`src/rtl/impact_head_sequencer_pkg.sv`:
```
// -----------------------------------------------------------------------------
// impact_seq_pkg
// Shared types and constants for the IMPACT head access sequencer.
//   - state_t   : sequencer FSM states (verify states exist only when
//                 IMPACT_SEQ_VERIFY_EN is defined)
//   - req_t     : registered request fields
//   - CNT_W     : phase counter width
//   - *_CYC_DEF : default phase lengths
// Optional feature macro: IMPACT_SEQ_VERIFY_EN (write read-back verify).
// -----------------------------------------------------------------------------
package impact_seq_pkg;

  localparam int unsigned CNT_W         = 4;
  localparam int unsigned PRE_CYC_DEF   = 2;
  localparam int unsigned WL_CYC_DEF    = 2;
  localparam int unsigned SENSE_CYC_DEF = 1;

  typedef enum logic [3:0] {
    S_IDLE,
    S_SETUP,
    S_PRE,
    S_ACC,
    S_SENSE,
    S_DONE
`ifdef IMPACT_SEQ_VERIFY_EN
    ,
    S_VPRE,
    S_VACC,
    S_VSENSE
`endif
  } state_t;

  typedef struct packed {
    logic       write;
    logic [1:0] proj;
    logic [1:0] byte_sel;
    logic       byte_mode;
    logic       trunc;
    logic [7:0] wdata;
  } req_t;

  // A phase of N cycles loads N-1 and exits when the counter reads zero.
  function automatic logic [CNT_W-1:0] phase_load(input int unsigned n);
    return CNT_W'(n - 1);
  endfunction

endpackage

```
`src/rtl/impact_head_sequencer_if.sv`:
```
// -----------------------------------------------------------------------------
// impact_head_sequencer_if
// Request/response port of the IMPACT head sequencer.
//   req_valid/req_ready handshake plus request fields (write, proj, byte_sel,
//   byte_mode, trunc, wdata); rsp_valid one-cycle completion with rsp_rdata
//   and rsp_err.
//   master : test controller side (drives requests)
//   slave  : sequencer side
// -----------------------------------------------------------------------------
interface impact_head_sequencer_if;
  logic       req_valid;
  logic       req_ready;
  logic       req_write;
  logic [1:0] req_proj;
  logic [1:0] req_byte_sel;
  logic       req_byte_mode;
  logic       req_trunc;
  logic [7:0] req_wdata;
  logic       rsp_valid;
  logic [7:0] rsp_rdata;
  logic       rsp_err;

  modport master (
    output req_valid, req_write, req_proj, req_byte_sel, req_byte_mode,
           req_trunc, req_wdata,
    input  req_ready, rsp_valid, rsp_rdata, rsp_err
  );

  modport slave (
    input  req_valid, req_write, req_proj, req_byte_sel, req_byte_mode,
           req_trunc, req_wdata,
    output req_ready, rsp_valid, rsp_rdata, rsp_err
  );
endinterface

```
`src/rtl/impact_head_sequencer_timer.sv`:
```
// -----------------------------------------------------------------------------
// impact_seq_timer
// Loadable 4-bit down-counter with zero flag, shared by all sequencer phases.
//   clk, rst     : clock, asynchronous active-low reset
//   i_load       : load i_load_val this cycle (has priority over counting)
//   i_load_val   : value to load
//   o_zero       : counter is zero (phase finished)
// The counter stops at zero, so it idles at zero between phases.
// -----------------------------------------------------------------------------
module impact_seq_timer
  import impact_seq_pkg::*;
(
  input  logic             clk,
  input  logic             rst,
  input  logic             i_load,
  input  logic [CNT_W-1:0] i_load_val,
  output logic             o_zero
);

  logic [CNT_W-1:0] r_count;

  always_ff @(posedge clk or negedge rst) begin
    if (!rst) begin
      r_count <= '0;
    end else if (i_load) begin
      r_count <= i_load_val;
    end else if (r_count != '0) begin
      r_count <= r_count - 1'b1;
    end
  end

  assign o_zero = (r_count == '0);

endmodule

```
`src/rtl/impact_head_sequencer.sv`:
```
// -----------------------------------------------------------------------------
// impact_head_sequencer
// Pad-side access sequencer for the IMPACT memory head. Accepts one request at
// a time on the bus port and walks SETUP -> PRECHARGE -> ACCESS (-> SENSE for
// reads) -> DONE, driving the head pins, capturing Data_Out on reads and
// issuing a one-cycle rsp_valid.
// Ports:
//   clk, rst            : clock, asynchronous active-low reset
//   bus (slave)         : request/response port
//   busy                : sequencer not idle
//   PreCharge, WL_enable, ReadEnable, WriteEnable, Data_In_Enable,
//   Byte_Mode_Enable, Trunc_Enable, Proj_Select, Byte_Select, Data_In
//                       : head pins (all registered)
//   Data_Out            : head read data
// Optional: IMPACT_SEQ_VERIFY_EN adds a read-back verify after every write;
// a mismatch sets rsp_err with rsp_valid. Without it rsp_err is tied low.
// -----------------------------------------------------------------------------
module impact_head_sequencer
  import impact_seq_pkg::*;
#(
  parameter int unsigned PRE_CYC   = PRE_CYC_DEF,
  parameter int unsigned WL_CYC    = WL_CYC_DEF,
  parameter int unsigned SENSE_CYC = SENSE_CYC_DEF
) (
  input  logic                   clk,
  input  logic                   rst,
  impact_head_sequencer_if.slave bus,
  output logic                   busy,
  output logic                   PreCharge,
  output logic                   WL_enable,
  output logic                   ReadEnable,
  output logic                   WriteEnable,
  output logic                   Data_In_Enable,
  output logic                   Byte_Mode_Enable,
  output logic                   Trunc_Enable,
  output logic [1:0]             Proj_Select,
  output logic [1:0]             Byte_Select,
  output logic [7:0]             Data_In,
  input  logic [7:0]             Data_Out
);

  localparam logic [CNT_W-1:0] PRE_LD   = phase_load(PRE_CYC);
  localparam logic [CNT_W-1:0] WL_LD    = phase_load(WL_CYC);
  localparam logic [CNT_W-1:0] SENSE_LD = phase_load(SENSE_CYC);

  state_t           r_state, w_state_next;
  req_t             r_req;
  logic             r_ready, r_busy, r_rsp_valid;
  logic             r_pre, r_wl, r_re, r_we, r_die;
  logic [7:0]       r_rdata;
  logic             w_accept, w_write, w_zero, w_load, w_capture;
  logic [CNT_W-1:0] w_load_val;
  logic             w_pre, w_wl, w_re, w_we, w_die;

  impact_seq_timer u_timer (
    .clk        (clk),
    .rst        (rst),
    .i_load     (w_load),
    .i_load_val (w_load_val),
    .o_zero     (w_zero)
  );

  // Next state and timer loads
  always_comb begin
    w_state_next = r_state;
    w_accept     = 1'b0;
    w_load       = 1'b0;
    w_load_val   = '0;
    w_capture    = 1'b0;
    unique case (r_state)
      S_IDLE: if (bus.req_valid && r_ready) begin
        w_accept     = 1'b1;
        w_state_next = S_SETUP;
      end
      S_SETUP: begin
        w_state_next = S_PRE;
        w_load       = 1'b1;
        w_load_val   = PRE_LD;
      end
      S_PRE: if (w_zero) begin
        w_state_next = S_ACC;
        w_load       = 1'b1;
        w_load_val   = WL_LD;
      end
      S_ACC: if (w_zero) begin
        if (!r_req.write) begin
          w_state_next = S_SENSE;
          w_load       = 1'b1;
          w_load_val   = SENSE_LD;
        end else begin
`ifdef IMPACT_SEQ_VERIFY_EN
          w_state_next = S_VPRE;
          w_load       = 1'b1;
          w_load_val   = PRE_LD;
`else
          w_state_next = S_DONE;
`endif
        end
      end
      S_SENSE: if (w_zero) begin
        w_state_next = S_DONE;
        w_capture    = 1'b1;
      end
`ifdef IMPACT_SEQ_VERIFY_EN
      S_VPRE: if (w_zero) begin
        w_state_next = S_VACC;
        w_load       = 1'b1;
        w_load_val   = WL_LD;
      end
      S_VACC: if (w_zero) begin
        w_state_next = S_VSENSE;
        w_load       = 1'b1;
        w_load_val   = SENSE_LD;
      end
      S_VSENSE: if (w_zero) begin
        w_state_next = S_DONE;
        w_capture    = 1'b1;
      end
`endif
      S_DONE:  w_state_next = S_IDLE;
      default: w_state_next = S_IDLE;
    endcase
  end

  // Pin decode from the next state; registering it makes every pin line up
  // with its state cycle while staying glitch-free. On the accept edge the
  // request is not yet in r_req, so the write flag comes from the bus.
  assign w_write = w_accept ? bus.req_write : r_req.write;

  always_comb begin
    w_pre = 1'b0;
    w_wl  = 1'b0;
    w_re  = 1'b0;
    w_we  = 1'b0;
    w_die = 1'b0;
    unique case (w_state_next)
      S_SETUP: w_die = w_write;
      S_PRE: begin
        w_pre = 1'b1;
        w_die = w_write;
      end
      S_ACC: begin
        w_wl  = 1'b1;
        w_we  = w_write;
        w_re  = !w_write;
        w_die = w_write;
      end
      S_SENSE: w_re = 1'b1;
`ifdef IMPACT_SEQ_VERIFY_EN
      S_VPRE: w_pre = 1'b1;
      S_VACC: begin
        w_wl = 1'b1;
        w_re = 1'b1;
      end
      S_VSENSE: w_re = 1'b1;
`endif
      default: ;
    endcase
  end

  always_ff @(posedge clk or negedge rst) begin
    if (!rst) begin
      r_state     <= S_IDLE;
      r_ready     <= 1'b1;
      r_busy      <= 1'b0;
      r_rsp_valid <= 1'b0;
      r_pre       <= 1'b0;
      r_wl        <= 1'b0;
      r_re        <= 1'b0;
      r_we        <= 1'b0;
      r_die       <= 1'b0;
      r_rdata     <= '0;
      r_req       <= '0;
    end else begin
      r_state     <= w_state_next;
      r_ready     <= (w_state_next == S_IDLE);
      r_busy      <= (w_state_next != S_IDLE);
      r_rsp_valid <= (w_state_next == S_DONE);
      r_pre       <= w_pre;
      r_wl        <= w_wl;
      r_re        <= w_re;
      r_we        <= w_we;
      r_die       <= w_die;
      if (w_accept) begin
        r_req.write     <= bus.req_write;
        r_req.proj      <= bus.req_proj;
        r_req.byte_sel  <= bus.req_byte_sel;
        r_req.byte_mode <= bus.req_byte_mode;
        r_req.trunc     <= bus.req_trunc;
        // Data_In keeps its last write value across reads.
        if (bus.req_write) r_req.wdata <= bus.req_wdata;
      end
      if (w_capture) r_rdata <= Data_Out;
    end
  end

`ifdef IMPACT_SEQ_VERIFY_EN
  logic r_err;
  always_ff @(posedge clk or negedge rst) begin
    if (!rst) r_err <= 1'b0;
    else      r_err <= (r_state == S_VSENSE) && w_zero && (Data_Out != r_req.wdata);
  end
  assign bus.rsp_err = r_err;
`else
  assign bus.rsp_err = 1'b0;
`endif

  assign bus.req_ready    = r_ready;
  assign bus.rsp_valid    = r_rsp_valid;
  assign bus.rsp_rdata    = r_rdata;
  assign busy             = r_busy;
  assign PreCharge        = r_pre;
  assign WL_enable        = r_wl;
  assign ReadEnable       = r_re;
  assign WriteEnable      = r_we;
  assign Data_In_Enable   = r_die;
  assign Proj_Select      = r_req.proj;
  assign Byte_Select      = r_req.byte_sel;
  assign Byte_Mode_Enable = r_req.byte_mode;
  assign Trunc_Enable     = r_req.trunc;
  assign Data_In          = r_req.wdata;

endmodule

```
`src/flat_wrapper.sv`:
```
// flat-port wrapper written by rule: the top's interface ports become plain ports
module impact_head_sequencer_flat import impact_seq_pkg::*;
#(
  parameter int unsigned PRE_CYC   = PRE_CYC_DEF,
  parameter int unsigned WL_CYC    = WL_CYC_DEF,
  parameter int unsigned SENSE_CYC = SENSE_CYC_DEF
)
  (clk, rst, busy, PreCharge, WL_enable, ReadEnable, WriteEnable, Data_In_Enable, Byte_Mode_Enable, Trunc_Enable, Proj_Select, Byte_Select, Data_In, Data_Out, bus_req_valid, bus_req_write, bus_req_proj, bus_req_byte_sel, bus_req_byte_mode, bus_req_trunc, bus_req_wdata, bus_req_ready, bus_rsp_valid, bus_rsp_rdata, bus_rsp_err);
  impact_head_sequencer_if bus_i ();
  input  logic clk;
  input  logic rst;
  output logic busy;
  output logic PreCharge;
  output logic WL_enable;
  output logic ReadEnable;
  output logic WriteEnable;
  output logic Data_In_Enable;
  output logic Byte_Mode_Enable;
  output logic Trunc_Enable;
  output logic [1:0] Proj_Select;
  output logic [1:0] Byte_Select;
  output logic [7:0] Data_In;
  input  logic [7:0] Data_Out;
  input wire logic [$bits(bus_i.req_valid)-1:0] bus_req_valid;
  input wire logic [$bits(bus_i.req_write)-1:0] bus_req_write;
  input wire logic [$bits(bus_i.req_proj)-1:0] bus_req_proj;
  input wire logic [$bits(bus_i.req_byte_sel)-1:0] bus_req_byte_sel;
  input wire logic [$bits(bus_i.req_byte_mode)-1:0] bus_req_byte_mode;
  input wire logic [$bits(bus_i.req_trunc)-1:0] bus_req_trunc;
  input wire logic [$bits(bus_i.req_wdata)-1:0] bus_req_wdata;
  output wire logic [$bits(bus_i.req_ready)-1:0] bus_req_ready;
  output wire logic [$bits(bus_i.rsp_valid)-1:0] bus_rsp_valid;
  output wire logic [$bits(bus_i.rsp_rdata)-1:0] bus_rsp_rdata;
  output wire logic [$bits(bus_i.rsp_err)-1:0] bus_rsp_err;
  assign bus_i.req_valid = bus_req_valid;
  assign bus_i.req_write = bus_req_write;
  assign bus_i.req_proj = bus_req_proj;
  assign bus_i.req_byte_sel = bus_req_byte_sel;
  assign bus_i.req_byte_mode = bus_req_byte_mode;
  assign bus_i.req_trunc = bus_req_trunc;
  assign bus_i.req_wdata = bus_req_wdata;
  assign bus_req_ready = bus_i.req_ready;
  assign bus_rsp_valid = bus_i.rsp_valid;
  assign bus_rsp_rdata = bus_i.rsp_rdata;
  assign bus_rsp_err = bus_i.rsp_err;
  impact_head_sequencer #(.PRE_CYC(PRE_CYC), .WL_CYC(WL_CYC), .SENSE_CYC(SENSE_CYC)) u_core (.clk(clk), .rst(rst), .bus(bus_i), .busy(busy), .PreCharge(PreCharge), .WL_enable(WL_enable), .ReadEnable(ReadEnable), .WriteEnable(WriteEnable), .Data_In_Enable(Data_In_Enable), .Byte_Mode_Enable(Byte_Mode_Enable), .Trunc_Enable(Trunc_Enable), .Proj_Select(Proj_Select), .Byte_Select(Byte_Select), .Data_In(Data_In), .Data_Out(Data_Out));
endmodule
```
`config.mk`:
```
export PLATFORM = sky130hd
export DESIGN_NAME = impact_head_sequencer_flat
export DESIGN_NICKNAME = d
export VERILOG_FILES = /design/src/rtl/impact_head_sequencer_pkg.sv /design/src/rtl/impact_head_sequencer_if.sv /design/src/rtl/impact_head_sequencer_timer.sv /design/src/rtl/impact_head_sequencer.sv /design/src/flat_wrapper.sv
export SDC_FILE = /design/constraint.sdc
export NUM_CORES = 1
export LEC_CHECK = 0
export ABC_AREA = 1
export CAP_MARGIN = 20
export CORE_MARGIN = 8
export CORE_UTILIZATION = 35
export DETAILED_ROUTE_END_ITERATION = 10
export SKIP_CTS_REPAIR_TIMING = 1
export SYNTH_ARGS = -nofsm -noshare
export SYNTH_HDL_FRONTEND = slang
export SYNTH_SLANG_ARGS = --single-unit
```
`constraint.sdc`:
```
create_clock -name clk -period 3.6 [get_ports clk]
set_input_delay 0.54 -clock clk [delete_from_list [all_inputs] [get_ports clk]]
set_output_delay 0.54 -clock clk [all_outputs]
set_load 0.05 [all_outputs]
```
==> results.rst <==
.. list-table::
   :header-rows: 1

   * - Metric
     - Value
   * - Area of the core region
     - 5040 um2
   * - Start of the worst register-to-register path
     - u_core.u_timer.r_count[0]
   * - Number of distinct library cells after synthesis
     - 27
   * - Total count of max-transition violations in the final report
     - 0
   * - Remaining routing DRC violations
     - 0
   * - Register area share after synthesis
     - 54.0%
   * - Clock transition at path regs
     - 0.07 ns
   * - Status
     - finished, final reports clean
   * - Top-level port count
     - 57
   * - Crit Path Category
     - register to output port
   * - Fraction of final layout cells with drive strength greater than 1
     - 12.1%
   * - Final setup violation count
     - 0
   * - Number of buffers created by CTS
     - 5
   * - Utilization after layout
     - 48.4%
   * - Area after detailed placement
     - 2340 um2
   * - Area of the die
     - 7730 um2
   * - Worst min-delay path class
     - input pin to asynchronous set/reset pin
   * - CP Data Arrival Time
     - 1.62 ns
   * - Number of search-and-repair iterations in the first detailed-routing pass
     - 3
   * - FF/Latch Area
     - 977 um2
   * - Data required time of the worst path
     - 3.06 ns
   * - CTS H-Tree Depth
     - 2
   * - Endpoint class of the critical path
     - output port
   * - PwrDens
     - 765 nW/um2
   * - Effective utilization at floorplan
     - 35.9%
   * - Minimum clock period after layout
     - 2.16 ns
   * - Gate family responsible for the most delay along the worst path
     - buffers and inverters
   * - Number of instances in the synthesized netlist
     - 199
   * - Worst setup slack after placement
     - 1.65 ns
   * - Share of the clock period used by the worst path after layout
     - 60.0%
   * - Number of rows in the core area
     - 26
   * - Die H
     - 87.9 um
   * - Global-route wire length before repair
     - 6310 um
   * - Clock skew
     - 0.00470 ns
   * - Number of synthesized register bits
     - 39
   * - Critical Path Source
     - u_core.bus.req_ready
   * - Antenna violations before repair
     - 0
   * - CTS tree
     - built
   * - Minimum setup slack among reg-to-reg paths
     - 1.95 ns
   * - Fraction of registers with async set/reset
     - 100%
   * - Total area of multi-input combinational cells
     - 667 um2
   * - PortBufs
     - 55
   * - Count of cells along the worst register-to-register path
     - 9
   * - Longest individual stage delay on the worst path
     - 0.80 ns
   * - Number of flops mapped to enable cells by yosys
     - 0
   * - Setup total negative slack
     - 0 ns
   * - Final setup slack of the worst path
     - 1.44 ns
   * - Final weighted congestion in routability-driven placement
     - 0.807
   * - Worst hold margin
     - 0.351 ns
   * - DIE WIDTH
     - 87.9 um
   * - Levels on crit path
     - 1
   * - Maximum fanout encountered on the critical timing path
     - 2
   * - Worst Setup Start Kind
     - register
   * - Overall overflow remaining after global route
     - 0
   * - Final number of hold-violating endpoints
     - 0
   * - Series of cell instances along the critical path
     - clkdlybuf4s50_1
   * - Worst R2R End
     - u_core.ReadEnable
   * - Clock insertion delay at the later pin of the skew report
     - 0.29 ns
   * - CTS root buffer
     - clkbuf_8
   * - Worst max-slew margin expressed relative to the limit
     - 44.4%
   * - Wirelength per Cell
     - 11.8 um
   * - Fmax
     - 463 MHz
   * - Number of nets in the layout
     - 274
   * - Area added between synthesis and finish
     - 34.8%
   * - Vias in the first global route
     - 1,386
   * - Maximum VDD drop
     - 335 uV
   * - Area of all placed cells without fillers
     - 2440 um2
   * - Via count
     - 1,338
   * - Worst setup path endpoint
     - bus_req_ready
   * - Clk sink count
     - 39
   * - Warning count from the yosys run
     - 0
   * - Number of buffers on the longest clock path
     - 2
   * - Most common flop cell mapped by yosys
     - dfrtp_1
   * - Violation count after the first detailed-routing iteration
     - 67
   * - Number of max-capacitance violations reported
     - 0
   * - Slew at the pin closest to its max-slew limit
     - 0.834 ns
   * - Netlist Area Pre-Place
     - 1810 um2
   * - Most frequent cells in the layout
     - 72 x nand2_1, 54 x clkdlybuf4s50_1, 38 x dfrtp_1
   * - Pleak
     - 1.20 nW
   * - Most common cell after layout, fill and taps aside
     - nand2_1
   * - Detailed placement HPWL
     - 2830 um
   * - RSZ-0062 raised after global routing
     - false
   * - Layout fillers
     - 505
   * - Routed wire length
     - 3760 um
   * - Number of buffer and inverter stages on the critical path
     - 1
   * - Number of inserted diodes
     - 0
   * - Pin count of the biggest net entering global routing
     - 40
   * - Number of vias per cell after detailed routing
     - 4.21
   * - Post-route ant nets
     - 0
   * - Post-synthesis area per instance
     - 9.10 um2
   * - Slowest library cell on the worst path
     - clkdlybuf4s50_1
   * - Overall track demand over capacity in global routing
     - 10.8%
[per-stage QoR]
stage | instances | total power [mW]
5_1_grt | 318 | 1.99
3_3_place_gp | 310 | 1.56
3_5_place_dp | 310 | 1.57
6_report | 318 | 1.87
2_1_floorplan | 200 | 1.37
4_1_cts | 318 | 1.89
[worst register-to-register path: cells and delay by family, from the launching register on]
family,cells,cell delay (ns)
and+or+nand+nor,7,0.81
buffers and inverters,1,0.11
DFF,1,0.36
adders and majority gates,1,0.28
[synth_stat cells, types with 2 or more instances]
cell	number	area (um2)
inv_2	2	7.51
nand3_1	14	70.1
nand2_1	72	270
dfrtp_1	38	951
inv_1	14	52.6
nand2_2	4	25.0
nor2_4	3	33.8
nor2_1	13	48.8
xor2_1	2	17.5
nand2_4	4	45.0
nor3_1	3	15.0
buf_4	14	105
nor2_8	2	40.0
[sequential cells by signal (all words and copies together), names as in the netlist]
register and cells:
u_core.busy 1, u_core.Proj_Select 2, u_core.bus.rsp_valid 1, u_core.r_req 1
u_core.bus.req_ready 1, u_core.bus.rsp_rdata 8, u_core.Data_In_Enable 1, u_core.u_timer.r_count 4
u_core.r_state 4, u_core.PreCharge 1, u_core.Trunc_Enable 1, u_core.Data_In 8
u_core.ReadEnable 1, u_core.WriteEnable 1, u_core.WL_enable 1, u_core.Byte_Select 2
u_core.Byte_Mode_Enable 1
[report_power, final]
| group | internal (mW) | switching, mW | total, mW |
|---|---|---|---|
| combinational | 0.307 | 0.590 | 0.896 |
| clock | 0.174 | 0.147 | 0.321 |
| sequential | 0.570 | 0.0788 | 0.649 |
[how the worst min path moves through the flow]
| stage | from | end | slack, ns | cells past startpoint |
|---|---|---|---|---|
| 2_1_floorplan | rst | u_core.Byte_Mode_Enable | 0.24 | 0 |
| 3_3_place_gp | u_core.Data_In[3] | u_core.Data_In[3] | 0.46 | 2 |
| 3_5_place_dp | u_core.Data_In[4] | u_core.Data_In[4] | 0.47 | 2 |
| 4_1_cts | rst | u_core.PreCharge | 0.39 | 1 |
| 5_1_grt | rst | u_core.ReadEnable | 0.42 | 1 |
| 6_report | rst | u_core.bus.rsp_rdata[7] | 0.35 | 1 |
[routing by layer]
layer | vias up | wire length [um] | part of all wire, % | GRT usage (%)
li1 | 697 | - | - | -
met1 | 608 | 1690 | 45 | 13.5
met2 | 28 | 1820 | 48 | 16.3
met3 | 5 | 170 | 4.5 | 2.63
met4 | 0 | 77 | 2.0 | 6.56
met5 | - | 0 | 0 | 0
[kinds of logic (layout without fill, tap and decap cells)]
kind of cell / count (synthesis) / in the layout / synth area share, %
compound gates: 4 / 4 / 1.38
flops: 39 / 39 / 54.0
fa+ha+maj: 1 / 1 / 0.691
simple gates: 120 / 120 / 32.9
xor+xnor: 3 / 3 / 1.45
buf+inv: 31 / 79 / 9.40
other cells: 1 / 2 / 0.207
[final cells by class]
type	instances	area share, %
Tap cell	70	3.59
Sequential cell	39	40.0
Inverter	16	2.46
Clock inverter	1	0.308
Multi-Input combinational cell	130	27.3
Timing Repair Buffer	55	22.3
Clock buffer	7	3.95
(Power assumes the default switching activity.)
